$ cat config.mk
export PLATFORM = sky130hd
export DESIGN_NAME = i2c_target_byte_mac
export DESIGN_NICKNAME = d
export VERILOG_FILES = /design/src/rtl/i2c_target_byte_mac_pkg.sv /design/src/rtl/i2c_target_byte_mac_input_sync.sv /design/src/rtl/i2c_target_byte_mac.sv
export SDC_FILE = /design/constraint.sdc
export NUM_CORES = 1
export LEC_CHECK = 0
export BUFFER_PORTS_ARGS = -buffer_cell sky130_fd_sc_hd__buf_2
export CAP_MARGIN = 0
export CORE_MARGIN = 2
export CORE_UTILIZATION = 34
export CTS_CLUSTER_SIZE = 30
export DETAILED_ROUTE_END_ITERATION = 8
export GPL_ROUTABILITY_DRIVEN = 0
export HOLD_SLACK_MARGIN = 0.1
export PLACE_DENSITY = 0.48
export SLEW_MARGIN = 40
export SYNTH_ARGS = -nofsm -noshare
export SYNTH_HDL_FRONTEND = slang
export SYNTH_SLANG_ARGS = --single-unit
export TNS_END_PERCENT = 50
$ cat constraint.sdc
create_clock -name clk -period 5.55 [get_ports clk]
set_input_delay 0.8325 -clock clk [delete_from_list [all_inputs] [get_ports clk]]
set_output_delay 0.8325 -clock clk [all_outputs]
set_load 0.03 [all_outputs]
$ cat src/rtl/i2c_target_byte_mac_pkg.sv
// i2c_target_pkg: FSM encoding, ACK/NACK levels and bit-counter helpers for the I2C byte target.
package i2c_target_pkg;
   localparam int CNT_W = 4;
   localparam logic ACK = 1'b0;
   localparam logic NACK = 1'b1;
   typedef enum logic [2:0] {
      S_IDLE, S_ADDR, S_ADDR_ACK, S_RX_BYTE, S_RX_ACK, S_TX_LOAD, S_TX_BYTE, S_TX_ACK
   } state_t;
   function automatic logic [CNT_W-1:0] cnt_inc(input logic [CNT_W-1:0] c);
      return &c ? c : c + 1'b1;
   endfunction
endpackage

$ cat src/rtl/i2c_target_byte_mac_input_sync.sv
// i2c_input_sync: multi-flop synchronizer with rise/fall detect on the two oldest stages.
module i2c_input_sync #(
   parameter int STAGES = 3
) (
   input  logic clk,
   input  logic rst,
   input  logic d_i,
   output logic q_o,
   output logic rise_o,
   output logic fall_o
);
   logic [STAGES-1:0] sync_q, sync_d;
   always_comb sync_d = {sync_q[STAGES-2:0], d_i};
   always_ff @(posedge clk or posedge rst) begin
      if (rst) sync_q <= '1;
      else sync_q <= sync_d;
   end
   assign q_o    = sync_q[STAGES-2];
   assign rise_o = sync_q[STAGES-2] & ~sync_q[STAGES-1];
   assign fall_o = ~sync_q[STAGES-2] & sync_q[STAGES-1];
endmodule

$ cat src/rtl/i2c_target_byte_mac.sv
// i2c_target_byte_mac: I2C target byte engine with address match, RX/TX byte handshakes and clock stretching.
module i2c_target_byte_mac
   import i2c_target_pkg::*;
#(
   parameter logic [6:0] I2C_ADDR     = 7'h42,
   parameter int         SYNC_STAGES  = 3,
   parameter bit         STRETCH_EN   = 1'b1,
   parameter logic [7:0] TX_IDLE_BYTE = 8'hFF
) (
   input  logic       clk,
   input  logic       rst,
   input  logic       i2c_scl_i,
   input  logic       i2c_sda_i,
   output logic       i2c_scl_oe,
   output logic       i2c_sda_oe,
   output logic [7:0] rx_data_o,
   output logic       rx_valid_o,
   input  logic       rx_ready_i,
   input  logic [7:0] tx_data_i,
   input  logic       tx_valid_i,
   output logic       tx_ready_o,
   output logic       bus_start_o,
   output logic       bus_stop_o,
   output logic       addr_match_o,
   output logic       rw_o
);
   logic scl, scl_rise, scl_fall, sda, sda_rise, sda_fall;
   logic start, stop, tx_take;
   logic [7:0] byte_in;
   state_t state_q, state_d;
   logic [CNT_W-1:0] cnt_q, cnt_d;
   logic [7:0] shift_q, shift_d, rx_data_q, rx_data_d;
   logic rx_valid_q, rx_valid_d, sda_oe_q, sda_oe_d, scl_oe_q, scl_oe_d;
   logic match_q, match_d, rw_q, rw_d, start_q, stop_q;

   i2c_input_sync #(.STAGES(SYNC_STAGES)) u_scl_sync (
      .clk(clk), .rst(rst), .d_i(i2c_scl_i), .q_o(scl), .rise_o(scl_rise), .fall_o(scl_fall)
   );
   i2c_input_sync #(.STAGES(SYNC_STAGES)) u_sda_sync (
      .clk(clk), .rst(rst), .d_i(i2c_sda_i), .q_o(sda), .rise_o(sda_rise), .fall_o(sda_fall)
   );

   assign start   = sda_fall & scl;
   assign stop    = sda_rise & scl;
   assign byte_in = {shift_q[6:0], sda};
   assign tx_take = (state_q == S_TX_LOAD) & tx_valid_i & ~start & ~stop;

   always_comb begin
      state_d    = state_q;
      cnt_d      = cnt_q;
      shift_d    = shift_q;
      rx_data_d  = rx_data_q;
      rx_valid_d = 1'b0;
      sda_oe_d   = sda_oe_q;
      scl_oe_d   = scl_oe_q;
      match_d    = match_q;
      rw_d       = rw_q;
      case (state_q)
         S_ADDR: if (scl_rise) begin
            shift_d = byte_in;
            cnt_d   = cnt_inc(cnt_q);
            if (cnt_q == CNT_W'(7)) begin
               cnt_d   = '0;
               match_d = byte_in[7:1] == I2C_ADDR;
               rw_d    = match_d & byte_in[0];
               state_d = match_d ? S_ADDR_ACK : S_IDLE;
            end
         end
         S_ADDR_ACK: if (scl_fall) begin
            sda_oe_d = ~sda_oe_q;
            if (sda_oe_q) state_d = rw_q ? S_TX_LOAD : S_RX_BYTE;
         end
         S_RX_BYTE: if (scl_rise) begin
            shift_d = byte_in;
            cnt_d   = cnt_inc(cnt_q);
            if (cnt_q == CNT_W'(7)) begin
               cnt_d      = '0;
               rx_data_d  = byte_in;
               rx_valid_d = 1'b1;
               state_d    = S_RX_ACK;
            end
         end
         S_RX_ACK: if (scl_fall) begin
            if (sda_oe_q) begin
               sda_oe_d = 1'b0;
               state_d  = S_RX_BYTE;
            end else if (rx_ready_i) sda_oe_d = 1'b1;
            else state_d = S_IDLE;
         end
         S_TX_LOAD: begin
            if (tx_valid_i) begin
               shift_d  = tx_data_i;
               sda_oe_d = ~tx_data_i[7];
               scl_oe_d = 1'b0;
               cnt_d    = CNT_W'(1);
               state_d  = S_TX_BYTE;
            end else if (STRETCH_EN) scl_oe_d = 1'b1;
            else begin
               shift_d  = TX_IDLE_BYTE;
               sda_oe_d = ~TX_IDLE_BYTE[7];
               cnt_d    = CNT_W'(1);
               state_d  = S_TX_BYTE;
            end
         end
         S_TX_BYTE: if (scl_fall) begin
            if (cnt_q == CNT_W'(8)) begin
               sda_oe_d = 1'b0;
               cnt_d    = '0;
               state_d  = S_TX_ACK;
            end else begin
               sda_oe_d = ~shift_q[6];
               shift_d  = {shift_q[6:0], 1'b0};
               cnt_d    = cnt_inc(cnt_q);
            end
         end
         S_TX_ACK: begin
            // cnt marks that the controller acknowledged on the 9th rise
            if (scl_rise) begin
               if (sda == ACK) cnt_d = CNT_W'(1);
               else state_d = S_IDLE;
            end else if (scl_fall && cnt_q != '0) begin
               cnt_d   = '0;
               state_d = S_TX_LOAD;
            end
         end
         default: ;
      endcase
      if (start) begin
         state_d  = S_ADDR;
         cnt_d    = '0;
         shift_d  = '0;
         sda_oe_d = 1'b0;
         scl_oe_d = 1'b0;
         match_d  = 1'b0;
         rw_d     = 1'b0;
      end else if (stop) begin
         state_d = S_IDLE;
         cnt_d   = '0;
      end
      if (state_d == S_IDLE) begin
         sda_oe_d = 1'b0;
         scl_oe_d = 1'b0;
         match_d  = 1'b0;
         rw_d     = 1'b0;
      end
   end

   always_ff @(posedge clk or posedge rst) begin
      if (rst) begin
         state_q    <= S_IDLE;
         cnt_q      <= '0;
         shift_q    <= '0;
         rx_data_q  <= '0;
         rx_valid_q <= 1'b0;
         sda_oe_q   <= 1'b0;
         scl_oe_q   <= 1'b0;
         match_q    <= 1'b0;
         rw_q       <= 1'b0;
         start_q    <= 1'b0;
         stop_q     <= 1'b0;
      end else begin
         state_q    <= state_d;
         cnt_q      <= cnt_d;
         shift_q    <= shift_d;
         rx_data_q  <= rx_data_d;
         rx_valid_q <= rx_valid_d;
         sda_oe_q   <= sda_oe_d;
         scl_oe_q   <= scl_oe_d;
         match_q    <= match_d;
         rw_q       <= rw_d;
         start_q    <= start;
         stop_q     <= stop;
      end
   end

   // a bus condition seen during a stretch lets go of SCL without waiting for the register
   assign i2c_scl_oe   = scl_oe_q & ~start & ~stop;
   assign i2c_sda_oe   = sda_oe_q;
   assign rx_data_o    = rx_data_q;
   assign rx_valid_o   = rx_valid_q;
   assign tx_ready_o   = tx_take;
   assign bus_start_o  = start_q;
   assign bus_stop_o   = stop_q;
   assign addr_match_o = match_q;
   assign rw_o         = rw_q;
endmodule
* After elaboration in Yosys (flattened, before gate mapping)
Index checks and enable logic that the tools add are counted.
Word-level totals: bits in registers 35, bits in latches 0, memory bits (writable) 0, bits in read-only memories 0, bits of input ports 14, memories kept 0
Operators by class: add/sub/neg operators 1, $mul 0, div/mod/pow operators 0, $lt $le $gt $ge 0, eq/ne operators 23, shifts and indexed selects 0, mux-type cells 65, bitwise gates (word level) 21, reduce and logical (&&, ||, !) cells 17
Operators by type and width (number):
- 3-bit two-way mux | 18
- 4-bit two-way mux | 11
- 7-bit two-way mux | 5
- 1-bit two-way mux | 26
- 3-bit case mux with 7 select lines | 1
- 7-bit case mux with 3 select lines | 1
- 4-bit inequality test (second input constant) | 5
- 4-bit case mux with 4 select lines | 1
- 1-bit AND | 12
- 3-bit == test (second input constant) | 4
- 3-bit nonzero test | 4
- 6-bit nonzero test | 2
- 5-bit inequality test (second input constant) | 2
- 5-bit AND reduction | 2
- 3-bit inequality test (second input constant) | 3
- 1-bit inverter | 9
- 4-bit nonzero test | 2
- 7-bit == test (second input constant) | 1
- 3-bit by 2-bit == test with 1-bit output (second input constant) | 2
- 3-bit AND reduction | 2
- 6-bit AND reduction | 1
- 4-bit by 1-bit adder with 4-bit output (second input constant) | 1
- 4-bit by 3-bit == test with 1-bit output (second input constant) | 1
- 4-bit == test (second input constant) | 1
- 10 further kinds | 10

* Longest topological paths before layout
Gate-level depths: netlist of run 1.
depth after elaboration 11, depth in mapped cells 8, gate-level depth less buffers 7

* Modules after synthesis
From an unflattened synthesis of run 1, not the netlist that was laid out.
Unflattened totals: cell total of the unflattened synthesis 199, area, all modules 1990.7 µm²
Modules (own cells, without submodules):
- i2c_target_byte_mac | instances 1, cells an instance 187, area each 1795.5 µm², sequential area each 725.7 µm²
- i2c_input_sync | instances 2, cells an instance 6, area each 97.6 µm², sequential area each 78.8 µm²

* Worst setup path before layout of run 1
Ideal clock, no wire load.
path kind input -> output, start point in tx_valid_i, end point out tx_ready_o, arrival time 1320 ps, setup slack 3397 ps, stages on the path 2, buffers on the path 0, path through and4b_1 > and2_1
Between the ends: word-level cells in the longest chain between the ends 3
RTL lines:
- from (decl) | RTL line i2c_target_byte_mac.sv:20 | input logic tx_valid_i,
- 1-bit AND (3 in a row) | RTL line i2c_target_byte_mac.sv:46 | assign tx_take = (state_q == S_TX_LOAD) & tx_valid_i & ~start & ~stop;
- to (decl) | RTL line i2c_target_byte_mac.sv:21 | output logic tx_ready_o,
Every way passes these cells.

* Worst setup path in the final report of run 1
start point reg u_sda_sync.sync_q[1], end point out i2c_scl_oe
Between the ends: word-level cells in the longest chain between the ends 6, elaborated cells between the ends (all ways) 9, those cells by class bitwise: 9
RTL lines:
- from (decl) | RTL line i2c_target_byte_mac_input_sync.sv:12 | logic [STAGES-1:0] sync_q, sync_d;
- from (signal assigned) | RTL line i2c_target_byte_mac_input_sync.sv:16 | else sync_q <= sync_d;
- 1-bit inverter | RTL line i2c_target_byte_mac_input_sync.sv:20 | assign fall_o = ~sync_q[STAGES-2] & sync_q[STAGES-1];
- 1-bit AND | RTL line i2c_target_byte_mac_input_sync.sv:20
- 1-bit AND | RTL line i2c_target_byte_mac.sv:43 | assign start = sda_fall & scl;
- 1-bit inverter | RTL line i2c_target_byte_mac.sv:177 | assign i2c_scl_oe = scl_oe_q & ~start & ~stop;
- 1-bit AND | RTL line i2c_target_byte_mac.sv:177
- 1-bit AND * | RTL line i2c_target_byte_mac.sv:177
- to (decl) | RTL line i2c_target_byte_mac.sv:14 | output logic i2c_scl_oe,
Every way passes the cells marked *; elsewhere a longest branch is shown, timed or not.

==> results of run 1 <==
where the power goes:
part | total (mW) | switching [mW] | internal [mW]
combinational | 0.0993 | 0.0528 | 0.0464
clock | 0.180 | 0.0927 | 0.0872
sequential | 0.318 | 0.0374 | 0.281
sequential cells by signal (all words and copies together) (netlist names):
name,count
addr_match_o,1
bus_start_o,1
bus_stop_o,1
cnt_q,4
i2c_sda_oe,1
rw_o,1
rx_data_o,8
rx_valid_o,1
scl_oe_q,1
shift_q,7
state_q,3
u_scl_sync.sync_q,3
u_sda_sync.sync_q,3
worst paths after layout:
| check | startpoint | depth (start not counted) | slack, ns | end |
|---|---|---|---|---|
| min in group asynchronous | rst | 2 | 0.52 | rw_o$_DFFE_PP0P_ |
| worst min-delay path | u_sda_sync.sync_q[0]$_DFF_PP1_ | 0 | 0.36 | u_sda_sync.sync_q[1]$_DFF_PP1_ |
| worst max register to register | state_q[0]$_DFF_PP0_ | 5 | 3.21 | rw_o$_DFFE_PP0P_ |
| worst min register to register | u_sda_sync.sync_q[0]$_DFF_PP1_ | 0 | 0.36 | u_sda_sync.sync_q[1]$_DFF_PP1_ |
| worst max-delay path | u_sda_sync.sync_q[1]$_DFF_PP1_ | 5 | 2.75 | i2c_scl_oe |
| max in group asynchronous | rst | 3 | 4.34 | u_sda_sync.sync_q[0]$_DFF_PP1_ |
synth_stat cells (3+ instances only):
master / count / area share [%]
a211oi_1: 8 / 3.1
a21oi_1: 11 / 2.8
and2_1: 4 / 1.3
and3b_1: 3 / 1.3
buf_2: 10 / 2.5
dfrtp_1: 29 / 37
dfstp_2: 6 / 8.0
inv_1: 3 / 0.57
mux2_2: 8 / 4.6
mux2i_1: 8 / 4.1
nand2_1: 15 / 2.9
nand2b_1: 8 / 2.5
nand3b_1: 5 / 1.9
nor2_1: 15 / 2.9
nor2b_1: 4 / 1.3
o21ai_0: 13 / 3.3
placed cells by master (no fill, tap or decap), drive strengths merged, types with 2 or more instances in the layout:
cell / netlist / layout
nand3: 2 / 2
dfstp: 6 / 6
mux2i: 8 / 8
and2: 4 / 4
nand3b: 6 / 6
and3b: 3 / 3
o31a: 2 / 2
mux2: 8 / 8
nand2b: 8 / 8
nor4b: 2 / 2
a21boi: 2 / 2
nor3: 2 / 2
buf: 10 / 30
nor2b: 4 / 4
a21oi: 11 / 11
a211oi: 8 / 8
nor2: 15 / 15
o21a: 2 / 2
clkinvlp: 0 / 2
a22oi: 2 / 2
o2111ai: 2 / 2
inv: 4 / 4
nand2: 15 / 15
dfrtp: 29 / 29
ha: 2 / 2
o21ai: 14 / 14
clkbuf: 2 / 5
layer usage:
layer / track usage [%] / vias to the layer above / part of all wire [%]
met5: 0 / - / 0
met4: 5.93 / 0 / 1.3
met3: 2.81 / 6 / 4.1
met2: 26.2 / 46 / 49
met1: 21.6 / 794 / 46
li1: - / 782 / -
layout make-up:
type / count / area share (%)
well taps: 72 / 4.02
multi-input cells: 147 / 45.2
repair buffers: 30 / 6.80
clock inverters: 3 / 0.892
inverters: 4 / 0.669
flip-flops and latches: 35 / 39.4
clock buffers: 5 / 3.07
cells by family after synthesis:
kind of cell | share of synthesized area (%)
compound gates | 19.6
fa+ha+maj | 1.27
buf+inv | 3.69
flops | 44.9
mux | 8.65
simple gates | 21.9
through the flow:
step                util [%]  setup slack [ns]  hold slack, ns  power [mW]  instance area [um2]
finish                  40.5              2.75           0.357       0.597                 2240
floorplan                  -              3.40           0.345       0.390                 1970
global placement        38.8              3.00           0.347       0.420                 2150
detailed placement      38.9              3.01           0.347       0.423                 2150
CTS                     40.5              2.67           0.359       0.606                 2240
global route            40.5              2.59           0.361       0.635                 2240
==> impl_metrics.py, run 1 <==
metrics = {
    "sta": {
        "post-route-period-util_pct": 50.4,
        "hold_viol_final": 0,
        "layout_min_cycle_time_ns": 2.80,
        "rsz0062_at_grt": "false",
        "report.final.setup_viol": 0,
        "fmax_mhz": 357,
        "max-slew-margin-rel_pct": 52.3,
        "worst_slew_pin_slew_ns": 0.706,
        "fin_skew_ns": 0.00415,
        "fin_setup_tns_ns": 0,
        "drv_slew": 0,
    },
    "global_route": {
        "pin_count_of_the_biggest_net_entering_global_routing": 26,
        "antenna_found_initial": 0,
        "grt_use_total_pct": 16.2,
        "grt_remaining_overflow": 0,
        "wire_length_of_the_first_global_routing_pass_mm": 8.00,
        "number_of_global_route_vias_before_repair": 1600,
    },
    "finish": {
        "antenna_cells": 0,
        "multi_input_comb_area_um2": 1010,
        "drive_above_1_share_pct": 25.9,
        "area.sequential_um2": 883,
        "final_cell_count_no_fill": 296,
        "num-fill-cells": 563,
        "num-nets-final": 239,
        "syn_to_final_growth_pct": 14.1,
    },
    "synth": {
        "seq_area_frac_synth_pct": 44.9,
        "flip_flop_cell_with_the_highest_count_after_synthesis": "dfrtp_1",
        "netlist_instances": 198,
        "synthesized_area_divided_by_synthesized_cell_count_um2": 9.93,
        "yosysWarnings": 0,
        "ys_async_sr_fraction_pct": 100,
        "syn-cell-area_um2": 1970,
        "netlist-cell-type-count": 54,
        "ys_seq_elements": 35,
        "synth.net_count": 214,
        "count_of_flip_flops_with_a_built_in_enable_after_synthesis": 0,
    },
    "routing": {
        "postRouteWirelength_mm": 4.75,
        "detailedRoute.firstPassIterationCount": 4,
        "detail_route.drc_violations": 0,
        "detail_route.vias_per_cell": 5.50,
        "drt-wirelength-per-cell_um": 16.0,
        "detail_route.iter0.violations": 129,
        "antenna_violating_nets_post_route": 0,
        "routed-via-count": 1628,
    },
    "setup_path": {
        "critPathRequiredTime_ns": 4.72,
        "crit_type": "flop to output pin",
        "crit_path_end_kind": "output pin",
        "critical_path.top_delay_family": "simple AND/OR/NAND/NOR gates",
        "timing.critical_path.fanout_max": 13,
        "cpMaxStageDelayCell": "dfstp_2",
        "timing.critical_path.slowest_cell_delay_ns": 0.64,
        "path_buf_inv": 2,
        "timing.critical_path.cells": "nand3b_2 -> inv_2 -> nor2_1 -> and2_1 -> buf_2",
        "critPathLaunchType": "flop",
        "cp_data_arrival_time_ns": 1.97,
    },
    "cts": {
        "ctsResizeCount": 0,
        "cts-buffers-inserted": 5,
        "post_cts_buffers": 0,
        "clockBufferDepth": 2,
        "cts.reportedPaths.clkPinSlew_ns": 0.07,
        "cts_hold_buffers": 0,
        "numClockSinks": 35,
        "cts_tree": "built",
        "clkLatencyLatePin_ns": 0.29,
        "cts-htree-levels": 2,
        "clockRootBuffer": "clkbuf_8",
    },
    "job": {
        "maxCapViolations": 0,
    },
    "placement": {
        "detailed_place_hpwl_mm": 3.57,
        "placement.io_buffers": 29,
        "place.detailed.instances": 288,
    },
    "die": {
        "io_pins": 30,
        "std_cell_rows": 27,
        "chipWidth_um": 80.1,
        "floorplan.initialDensity_pct": 35.5,
        "die_h_um": 80.1,
        "coreArea_um2": 5540,
        "die_area_um2": 6410,
    },
    "power": {
        "power_leakage_nw": 1.03,
        "p_per_area_nw_per_um2": 266,
        "worst_ir_drop_vdd_mv": 0.171,
    },
    "hold_path": {
        "hp-class": "flop to flop",
    },
    "run_status": {
        "run_status": "complete, no violations",
    },
}
No activity file was read; power rests on OpenSTA's default activity.
==> inputs of run 2 (changes only) <==
PLACE_DENSITY = 0.5   (was 0.48)
clock period = 2.3 ns   (was 5.55 ns; I/O delays follow)
==> impl_metrics.py, run 2 (synthesized netlist as in run 1, its figures left out) <==
metrics = {
    "finish": {
        "drive_above_1_share_pct": 28.0,
        "syn_to_final_growth_pct": 17.0,
        "antenna_cells": 0,
        "num-nets-final": 248,
        "num-fill-cells": 580,
        "multi_input_comb_area_um2": 1010,
        "finalCoreUtilization_pct": 41.6,
        "largest_register_ffs": 8,
        "area.sequential_um2": 883,
        "layout_common_cells": "dfrtp_1, buf_2, nand2_1",
    },
    "placement": {
        "detailedPlace.worstSlack_ns": 0.277,
        "detailed_place_hpwl_mm": 3.43,
        "placement.io_buffers": 29,
    },
    "cts": {
        "cts-htree-levels": 2,
        "cts-buffers-inserted": 5,
        "cts.reportedPaths.clkPinSlew_ns": 0.07,
        "ctsResizeCount": 0,
        "numClockSinks": 35,
        "post_cts_buffers": 0,
        "clockRootBuffer": "clkbuf_8",
        "cts_hold_buffers": 0,
        "clockBufferDepth": 2,
        "clkLatencyLatePin_ns": 0.28,
        "cts_tree": "built",
    },
    "die": {
        "coreArea_um2": 5540,
        "std_cell_rows": 27,
        "io_pins": 30,
        "floorplan.initialDensity_pct": 35.5,
        "die_area_um2": 6410,
        "chipWidth_um": 80.1,
        "die_h_um": 80.1,
    },
    "routing": {
        "antenna_violating_nets_post_route": 0,
        "highest_layer": "met4",
        "postRouteWirelength_mm": 4.70,
        "routed-via-count": 1623,
        "wl_met1_mm": 2.29,
        "detailroute.wirelength.met2_mm": 2.10,
        "detailedRoute.firstPassIterationCount": 4,
        "drt-wirelength-per-cell_um": 15.5,
        "routed-wl-met3_um": 211,
        "detail_route.iter0.violations": 160,
        "detail_route.vias_per_cell": 5.34,
        "detail_route.drc_violations": 0,
    },
    "power": {
        "power.switching_mw": 0.432,
        "power_report.internal_total_mw": 1.00,
        "p_per_area_nw_per_um2": 623,
        "switching_share_pct": 30.1,
        "share_of_power_burned_in_the_clock_network_pct": 29.6,
        "power_leakage_nw": 1.08,
        "share_seq_of_total_power_pct": 53.4,
        "power.combinational.fraction_pct": 16.9,
        "worst_ir_drop_vdd_mv": 0.361,
        "power.total_mw": 1.43,
    },
    "sta": {
        "report.final.setup_viol": 0,
        "fin_setup_tns_ns": 0,
        "worst_slew_pin_slew_ns": 0.505,
        "fin_skew_ns": 0.00841,
        "layout_min_cycle_time_ns": 2.11,
        "rsz0062_at_grt": "false",
        "fmax_mhz": 473,
        "drv_slew": 0,
        "hold_viol_final": 0,
        "finalWorstSetupSlack_ns": 0.187,
        "worst_hold_slack_ns": 0.155,
        "max-slew-margin-rel_pct": 66.3,
        "post-route-period-util_pct": 91.9,
    },
    "global_route": {
        "grt_remaining_overflow": 0,
        "wire_length_of_the_first_global_routing_pass_mm": 7.81,
        "antenna_found_initial": 0,
        "number_of_global_route_vias_before_repair": 1540,
        "pin_count_of_the_biggest_net_entering_global_routing": 36,
        "grt_use_total_pct": 15.8,
    },
    "setup_path": {
        "timing.critical_path.fanout_max": 9,
        "cp_data_arrival_time_ns": 1.77,
        "crit_path_end_kind": "output pin",
        "critPathLaunchType": "flop",
        "critPathRequiredTime_ns": 1.96,
        "crit_type": "flop to output pin",
    },
    "hold_path": {
        "hp-class": "input pin to flop",
    },
    "job": {
        "maxCapViolations": 0,
    },
    "run_status": {
        "run_status": "complete, no violations",
    },
}
run 2: cell types whose count changed in the layout (fill, tap and decap cells not counted), sizes merged:
cell and change:
clkbuf +1, buf +9, clkinvlp -1, clkinv -1
run 2: worst paths after layout:
kind	from	end	slack (ns)	depth (start not counted)
max	u_sda_sync.sync_q[1]$_DFF_PP1_	tx_ready_o	0.19	5
min reg2reg	u_sda_sync.sync_q[0]$_DFF_PP1_	u_sda_sync.sync_q[1]$_DFF_PP1_	0.36	0
min in group asynchronous	rst	rx_data_o[1]$_DFFE_PP0P_	0.16	3
min	i2c_scl_i	u_scl_sync.sync_q[0]$_DFF_PP1_	0.15	1
max in group asynchronous	rst	u_sda_sync.sync_q[1]$_DFF_PP1_	1.80	3
max reg2reg	u_sda_sync.sync_q[1]$_DFF_PP1_	cnt_q[3]$_DFFE_PP0P_	0.23	6
run 2: routing by layer:
metal  GRT usage (%)  vias up
met4            5.93        0
met2            23.6       41
met1            22.4      768
met5               0        -
li1                -      804
met3            3.37       10
run 2: critical path, cell delays in order (launching register included):
cell and delay (ns):
dfstp_2 0.61, nand3b_2 0.20, inv_2 0.07, nor2_2 0.25, and2_1 0.18, buf_2 0.19
run 2: final cells by class:
| type | instances | share of cell area, % |
|---|---|---|
| inverters | 4 | 0.652 |
| clock buffers | 6 | 3.15 |
| clock inverters | 1 | 0.326 |
| repair buffers | 39 | 9.57 |
| multi-input cells | 147 | 44.0 |
| well taps | 72 | 3.91 |
| flip-flops and latches | 35 | 38.4 |
run 2: through the flow:
| stage | area, um2 | std cells |
|---|---|---|
| after detailed placement | 2220 | 297 |
| after global placement | 2220 | 297 |
| after floorplan | 1970 | 198 |
| final | 2300 | 304 |
| after global routing | 2300 | 304 |
| after CTS | 2300 | 304 |
run 2: power by group through the flow:
stage / clock, mW / combinational (mW) / sequential [mW]
finish: 0.425 / 0.243 / 0.766
global placement: 0 / 0.249 / 0.775
global route: 0.470 / 0.284 / 0.777
CTS: 0.437 / 0.246 / 0.764
detailed placement: 0 / 0.246 / 0.774
floorplan: 0 / 0.208 / 0.734
==> inputs of run 3 (changes only) <==
PLACE_DENSITY = 0.48   (was 0.5)
clock period = 2.7 ns   (was 2.3 ns; I/O delays follow)
==> impl_metrics.py, run 3 (synthesized netlist as in run 1, its figures left out) <==
metrics = {
    "setup_path": {
        "r2r_setup_slack_ns": 0.49,
        "r2r_cells": 6,
        "crit_path_end_kind": "output pin",
        "timing.critical_path.fanout_max": 13,
        "cpMaxStageDelayCell": "dfstp_2",
        "crit_type": "flop to output pin",
        "critPathLaunchType": "flop",
        "timing.critical_path.cells": "nand3b_2 -> inv_2 -> nor2_1 -> and2_1 -> buf_2",
        "worst_r2r_endpoint": "cnt_q[3]$_DFFE_PP0P_",
        "crit-reg2reg-launch": "u_sda_sync.sync_q[1]$_DFF_PP1_",
        "critical_path.top_delay_family": "simple AND/OR/NAND/NOR gates",
        "cp_data_arrival_time_ns": 1.96,
        "critPathRequiredTime_ns": 2.30,
        "path_buf_inv": 2,
        "startpoint": "u_sda_sync.sync_q[1]$_DFF_PP1_",
        "timing.critical_path.slowest_cell_delay_ns": 0.63,
    },
    "global_route": {
        "grt_remaining_overflow": 0,
        "antenna_found_initial": 0,
        "grt_use_total_pct": 15.6,
        "wire_length_of_the_first_global_routing_pass_mm": 7.88,
        "pin_count_of_the_biggest_net_entering_global_routing": 23,
        "number_of_global_route_vias_before_repair": 1634,
    },
    "routing": {
        "detail_route.drc_violations": 0,
        "drt-wirelength-per-cell_um": 15.5,
        "detail_route.iter0.violations": 194,
        "routed-via-count": 1624,
        "antenna_violating_nets_post_route": 0,
        "detailedRoute.firstPassIterationCount": 4,
        "postRouteWirelength_mm": 4.64,
        "detail_route.vias_per_cell": 5.41,
    },
    "power": {
        "p_per_area_nw_per_um2": 610,
        "worst_ir_drop_vdd_mv": 0.342,
        "power_leakage_nw": 1.08,
    },
    "cts": {
        "cts-htree-levels": 2,
        "cts_tree": "built",
        "ctsResizeCount": 0,
        "cts.reportedPaths.clkPinSlew_ns": 0.07,
        "clkLatencyLatePin_ns": 0.28,
        "cts-buffers-inserted": 5,
        "clockRootBuffer": "clkbuf_8",
        "post_cts_buffers": 0,
        "clockBufferDepth": 2,
        "numClockSinks": 35,
        "cts_hold_buffers": 0,
    },
    "die": {
        "chipWidth_um": 80.1,
        "io_pins": 30,
        "coreArea_um2": 5540,
        "die_h_um": 80.1,
        "die_area_um2": 6410,
        "floorplan.initialDensity_pct": 35.5,
        "std_cell_rows": 27,
    },
    "sta": {
        "report.final.setup_viol": 0,
        "hold_viol_final": 0,
        "worst_slew_pin_slew_ns": 0.596,
        "post-route-period-util_pct": 87.4,
        "fin_setup_tns_ns": 0,
        "rsz0062_at_grt": "false",
        "max-slew-margin-rel_pct": 60.3,
        "drv_slew": 0,
        "fin_skew_ns": 0.00841,
        "fmax_mhz": 424,
        "layout_min_cycle_time_ns": 2.36,
        "finalWorstSetupSlack_ns": 0.339,
    },
    "finish": {
        "largest_register_ffs": 8,
        "layout_common_cells": "dfrtp_1, buf_2, nand2_1, nor2_1, o21ai_0",
        "num-nets-final": 243,
        "syn_to_final_growth_pct": 17.7,
        "antenna_cells": 0,
        "drive_above_1_share_pct": 26.3,
        "finalCoreUtilization_pct": 41.8,
    },
    "job": {
        "maxCapViolations": 0,
    },
    "placement": {
        "detailed_place_hpwl_mm": 3.47,
        "detailedPlace.worstSlack_ns": 0.521,
        "placement.io_buffers": 29,
    },
    "hold_path": {
        "hp-class": "input pin to async pin",
    },
    "run_status": {
        "run_status": "complete, no violations",
    },
}
==> run 3: cell types whose count changed in the layout (fill, tap and decap cells not counted) <==
cell / before / now
buf_4: 10 / 5
bufinv_16: 0 / 2
clkinvlp_4: 1 / 0
nor2_1: 14 / 15
nor2_2: 1 / 0
==> run 3: layout make-up <==
class                      count  area (um2)
clock inverter                 2        60.1
sequential                    35         883
timing repair buffer          34         183
multi-input combinational    147        1010
tap                           72        90.1
fill                         558        3230
inverter                       4        15.0
clock buffer                   6        72.6
==> run 3: routing by layer <==
layer | share of wire (%) | vias to the layer above | wire length (um) | global-route usage (%)
li1 | - | 789 | - | -
met4 | 1.7 | 0 | 79 | 5.42
met3 | 5.6 | 7 | 262 | 3.15
met2 | 47 | 42 | 2190 | 25.2
met5 | 0 | - | 0 | 0
met1 | 45 | 786 | 2110 | 20.9
==> run 3: worst max path at each step <==
stage	slack, ns	endpoint	cells after the start
after CTS	0.31	i2c_scl_oe	5
after floorplan	0.80	cnt_q[3]$_DFFE_PP0P_	5
final	0.34	i2c_scl_oe	5
after global routing	0.21	i2c_scl_oe	5
after detailed placement	0.52	cnt_q[3]$_DFFE_PP0P_	6
after global placement	0.56	cnt_q[3]$_DFFE_PP0P_	6
==> run 3: per-stage QoR <==
stage / hold slack [ns] / area, um2 / total power [mW] / std cells
2_1_floorplan: 0.345 / 1970 / 0.802 / 198
3_3_place_gp: 0.347 / 2180 / 0.863 / 292
3_5_place_dp: 0.347 / 2180 / 0.872 / 292
4_1_cts: 0.178 / 2310 / 1.43 / 300
5_1_grt: 0.207 / 2310 / 1.49 / 300
6_report: 0.163 / 2310 / 1.41 / 300
==> run 3: where the power goes <==
part	switching, mW	internal [mW]	total (mW)
Combinational	0.113	0.0979	0.211
Sequential	0.0733	0.577	0.651
Clock	0.180	0.369	0.549
